## src/rtl/ifetch.sv

```systemverilog
// Instruction fetch stage: one-outstanding imem requests, registered IF/ID slot plus a one-entry skid buffer.
// Optional IFETCH_ALIGN_CHK_EN: flags misaligned redirect targets on o_misaligned and word-aligns the target.
module ifetch #(
  parameter logic [31:0] NOP_INSTR = 32'h00000013
) (
  input  logic        i_clk,
  input  logic        i_rst,
  input  logic [31:0] i_pc,
  output logic        o_pc_write,
  output logic [31:0] o_next_pc,
  input  logic        i_redirect,
  input  logic [31:0] i_redirect_pc,
  output logic        o_imem_req_valid,
  input  logic        i_imem_req_ready,
  output logic [31:0] o_imem_req_addr,
  input  logic        i_imem_rsp_valid,
  input  logic [31:0] i_imem_rsp_data,
  output logic        o_if_valid,
  output logic [31:0] o_if_pc,
  output logic [31:0] o_if_instr,
  input  logic        i_id_ready
`ifdef IFETCH_ALIGN_CHK_EN
  ,
  output logic        o_misaligned
`endif
);

  typedef enum logic [2:0] {IDLE, REQ, WAIT, HOLD, DROP} state_t;

  state_t      state_q, state_d;
  logic [31:0] req_pc_q;
  logic [31:0] skid_pc_q, skid_instr_q;
  logic [31:0] redirect_tgt;
  logic        slot_free;
  logic        latch_req, load_out, out_from_skid, load_skid;

`ifdef IFETCH_ALIGN_CHK_EN
  assign redirect_tgt = {i_redirect_pc[31:2], 2'b00};
  assign o_misaligned = !i_rst && i_redirect && (i_redirect_pc[1:0] != 2'b00);
`else
  assign redirect_tgt = i_redirect_pc;
`endif

  assign o_imem_req_addr = i_pc;
  assign slot_free       = !o_if_valid || i_id_ready;

  // NOTE: every output of this block gets a default first so no path leaves it unassigned (no latches).
  always_comb begin
    state_d          = state_q;
    o_pc_write       = 1'b0;
    o_next_pc        = i_pc + 32'd4;
    o_imem_req_valid = 1'b0;
    latch_req        = 1'b0;
    load_out         = 1'b0;
    out_from_skid    = 1'b0;
    load_skid        = 1'b0;
    if (!i_rst) begin
      o_imem_req_valid = (state_q == REQ) && !i_redirect;
      if (i_redirect) begin
        o_pc_write = 1'b1;
        o_next_pc  = redirect_tgt;
        // An in-flight request must have its response thrown away unless it lands right now.
        case (state_q)
          WAIT, DROP: state_d = i_imem_rsp_valid ? REQ : DROP;
          default:    state_d = REQ;
        endcase
      end else begin
        case (state_q)
          IDLE: state_d = REQ;
          REQ: if (i_imem_req_ready) begin
            o_pc_write = 1'b1;
            latch_req  = 1'b1;
            state_d    = WAIT;
          end
          WAIT: if (i_imem_rsp_valid) begin
            if (slot_free) begin
              load_out = 1'b1;
              state_d  = REQ;
            end else begin
              load_skid = 1'b1;
              state_d   = HOLD;
            end
          end
          HOLD: if (i_id_ready) begin
            load_out      = 1'b1;
            out_from_skid = 1'b1;
            state_d       = REQ;
          end
          DROP: if (i_imem_rsp_valid) state_d = REQ;
          default: state_d = IDLE;
        endcase
      end
    end
  end

  // NOTE: sequential state uses non-blocking assignments so all registers see pre-edge values.
  // The skid buffer is "full" exactly when state_q == HOLD, so resetting the state empties it.
  always_ff @(posedge i_clk) begin
    if (i_rst) begin
      state_q    <= IDLE;
      o_if_valid <= 1'b0;
      o_if_pc    <= 32'd0;
      o_if_instr <= NOP_INSTR;
    end else begin
      state_q <= state_d;
      if (i_redirect) begin
        o_if_valid <= 1'b0;
        o_if_instr <= NOP_INSTR;
      end else if (load_out) begin
        o_if_valid <= 1'b1;
        o_if_pc    <= out_from_skid ? skid_pc_q    : req_pc_q;
        o_if_instr <= out_from_skid ? skid_instr_q : i_imem_rsp_data;
      end else if (o_if_valid && i_id_ready) begin
        o_if_valid <= 1'b0;
        o_if_instr <= NOP_INSTR;
      end
    end
  end

  // NOTE: pure data-path registers carry no reset; they are only read while the FSM marks them valid.
  always_ff @(posedge i_clk) begin
    if (latch_req) req_pc_q <= i_pc;
    if (load_skid) begin
      skid_pc_q    <= req_pc_q;
      skid_instr_q <= i_imem_rsp_data;
    end
  end

endmodule

```

## config.mk

```make
export PLATFORM = sky130hd
export DESIGN_NAME = ifetch
export DESIGN_NICKNAME = d
export VERILOG_FILES = /design/src/rtl/ifetch.sv
export SDC_FILE = /design/constraint.sdc
export NUM_CORES = 1
export LEC_CHECK = 0
export BUFFER_PORTS_ARGS = -buffer_cell sky130_fd_sc_hd__buf_2
export CAP_MARGIN = 10
export CORE_MARGIN = 1
export CORE_UTILIZATION = 51
export DETAILED_ROUTE_END_ITERATION = 16
export HOLD_SLACK_MARGIN = 0.12
export PLACE_DENSITY = 0.9
export SYNTH_ARGS = -nofsm -noshare
export SYNTH_HDL_FRONTEND = slang
export SYNTH_SLANG_ARGS = --single-unit
```

## constraint.sdc

```tcl
create_clock -name i_clk -period 6.59 [get_ports i_clk]
set_input_delay 1.6475 -clock i_clk [delete_from_list [all_inputs] [get_ports i_clk]]
set_output_delay 1.6475 -clock i_clk [all_outputs]
set_load 0.005 [all_outputs]
```

==> results_dict.tcl <==
set metrics [dict create \
    r2r_slack_ps 3780 \
    drt-total-wl_um 17200 \
    final_cell_mix "buf_2 (232), nand2_1 (96), edfxtp_1 (96), dfxtp_1 (68), nor2_1 (52)" \
    hold_viol_final 0 \
    fin_hold_ws_ps 447.1 \
    post_cts_buffers 0 \
    dp_hpwl_um 12160 \
    cts_resized 0 \
    cts_buffers 17 \
    yosysSeqAreaShare_pct 60.66 \
    rsz0062_at_grt "no" \
    final_common_cell "buf_2" \
    globalRouteOverflowTotal 0 \
    drc 0 \
    cts_hold_buf 0 \
    tightest_slew_ps 686.1 \
    clk_latency_ps 410 \
    grt_usage_pct 24.44 \
    path_depth 7 \
    path_clk_slew_ps 60 \
    postRouteAntennaNets 0 \
    clock_sinks 164 \
    hp-class "reg2reg" \
    peakVddDrop_v 0.0001983 \
    critical-path-max-stage-delay_ps 690 \
    timing.fmax_mhz 185.7 \
    drt_first_pass_iters 4 \
    fin_skew_ps 6.012 \
    synth_cells 630 \
    cpMaxStageDelayCell "or4_1" \
    setup_ws_ps 1205 \
    finalNetCount 918 \
    root_buffer "clkbuf_16" \
    die-area_um2 14190 \
    worstSetupPathType "in2out" \
    setup_violations 0 \
    status "finished clean" \
    grt_pass1_vias 5348 \
    place.gp.congestion 0.8946 \
    drtIter0Drc 577 \
    area_growth_pct 23.09 \
    post-route-min-period_ps 5385 \
    fin_tns_setup_ps 0 \
    num_vias 5658 \
    n_fill_cell 1024 \
    dieHeight_um 119.1 \
    viasPerCell 5.635 \
    port_buffers 232 \
    finalMaxSlewViolations 0 \
    fp-row-count 42 \
    cp.buffers_inverters 2 \
    crit_fanout 7 \
    die_w_um 119.1 \
    crit_required_ps 4940 \
    powerDensity_nw_per_um2 258.1 \
    syn_area_per_cell_um2 11.11 \
    num_antenna_cells 0 \
    p_leak_uw 0.003636 \
    coreArea_um2 13300 \
    grt_pass1_wl_um 27090 \
    h-tree-depth 4 \
    yosysWarnings 0 \
    cts.path.max_buffers 2 \
    ff2ff_path_depth 5 \
    relSlewSlack_pct 54.26 \
    fin_crit_sh_pct 81.71 \
    max_cap_viol_count 0 \
    drive_gt1_share_pct 34.54 \
    startpoint_type "primary input" \
    dp_slack_ps 1272 \
    start_util_pct 52.63 \
    hold_depth 1 \
    worstPathCellList "buf_2 -> ha_1 -> nand3_1 -> or4_1 -> or4_1 -> a31oi_1 -> buf_2" \
    grt_max_degree 69 \
    syn-cell-area_um2 6997 \
    antenna_found_initial 0 \
    routedWlPerCell_um 17.13 \
    endpoint_kind "output port" \
    io-pin-count 233 \
    path_delay_family "simple AND/OR/NAND/NOR gates" \
    worstPathArrival_ps 3740 \
    cts_tree "built" \
    synth_nets 733 \
    ys_seq_elements 164 \
    synth.distinct_cells 43 \
]
## where the power goes
part / leakage, uW / internal [uW] / total [uW] / switching, uW
Combinational: 0.00194 / 61.4 / 144 / 82.5
Clock: 0.000282 / 570 / 987 / 417
Sequential: 0.00141 / 1090 / 1090 / 4.41
## worst paths after layout
check	start	endpoint
setup / recovery	i_pc[2]	o_next_pc[20]
hold / removal	o_if_instr[13]$_SDFFE_PP0P_	o_if_instr[13]$_SDFFE_PP0P_
setup reg to reg	state_q[1]$_SDFFE_PP0P_	o_if_pc[4]$_SDFFE_PP0P_
hold reg to reg	o_if_instr[13]$_SDFFE_PP0P_	o_if_instr[13]$_SDFFE_PP0P_
## stage by stage
stage,utilization (%),std cells,instance area (um^2),power [uW]
finish,64.78,1004,8612,2223
global route,64.78,1004,8612,2294
CTS,64.78,1004,8612,2241
detailed placement,60.30,972,8016,1256
global placement,60.30,972,8016,1255
floorplan,-,630,6997,1180
## worst reg2reg max path, cell delays in order, from the launching register on
cell and delay, ps:
dfxtp_1 510, nor3b_1 620, and3_2 730, buf_4 460, nand2_1 130, a311oi_1 270
## cells in the mapped netlist
library cell | instances | area, um^2
nor3_1 | 9 | 45.04
xnor2_1 | 10 | 87.58
o211ai_1 | 2 | 15.01
o31ai_1 | 12 | 90.09
clkbuf_1 | 30 | 112.6
a21oi_1 | 3 | 15.01
a2111oi_0 | 1 | 8.760
a21o_1 | 29 | 217.7
nor4_1 | 1 | 6.260
or3_1 | 2 | 12.51
or2_2 | 2 | 12.51
buf_4 | 32 | 240.2
nand2b_1 | 3 | 18.77
mux2_2 | 2 | 22.52
and2_1 | 2 | 12.51
buf_6 | 3 | 33.78
nor2b_1 | 4 | 25.02
nand4_1 | 8 | 50.05
nand3b_1 | 2 | 15.01
buf_2 | 9 | 45.04
or3_2 | 2 | 15.01
dfxtp_1 | 68 | 1361
a311oi_1 | 32 | 280.3
nand2_1 | 96 | 360.4
o21ai_0 | 19 | 95.09
xor2_1 | 4 | 35.03
or4_1 | 15 | 112.6
nand3_1 | 11 | 55.05
a31o_2 | 1 | 8.760
nor3b_1 | 2 | 15.01
nor2_1 | 53 | 198.9
a31oi_1 | 15 | 93.84
o22ai_1 | 3 | 18.77
a22o_1 | 29 | 254.0
inv_1 | 7 | 26.28
ha_1 | 1 | 12.51
and4_1 | 2 | 17.52
and3_1 | 3 | 18.77
clkbuf_8 | 2 | 27.53
buf_1 | 1 | 3.750
edfxtp_1 | 96 | 2883
nand3_2 | 1 | 10.01
a211oi_1 | 1 | 7.510
## logic make-up (layout without fill, tap and decap cells)
| family | count (synthesis) | count (layout) | synth area share, % |
|---|---|---|---|
| simple gates | 218 | 218 | 14.31 |
| flops | 164 | 164 | 60.66 |
| compound gates | 147 | 147 | 15.79 |
| buf+inv | 84 | 282 | 6.992 |
| xor+xnor | 14 | 14 | 1.752 |
| mux | 2 | 2 | 0.3219 |
| fa+ha+maj | 1 | 1 | 0.1788 |
## metal layers
metal / track usage [%] / part of all wire (%) / vias up
li1: - / - / 2669
met1: 31.09 / 41 / 2641
met2: 40.41 / 49 / 312
met3: 5.125 / 7.1 / 36
met4: 10.28 / 3.0 / 0
met5: 0 / 0 / -
## area by class of cell
cell class	count	area [um^2]	share of cell area, %
clock buffers	18	429.2	4.983
clock inverters	14	166.4	1.932
inverters	7	26.28	0.3051
multi-input cells	382	2282	26.50
flip-flops and latches	164	4244	49.28
well taps	176	220.2	2.557
repair buffers	243	1244	14.44
## state kept, by name (all words and copies together) (netlist names)
register	cells
o_if_instr	32
o_if_valid	1
skid_instr_q	32
skid_pc_q	32
state_q	3
req_pc_q	32
o_if_pc	32
Note: power is estimated with default switching activity, not from simulation.
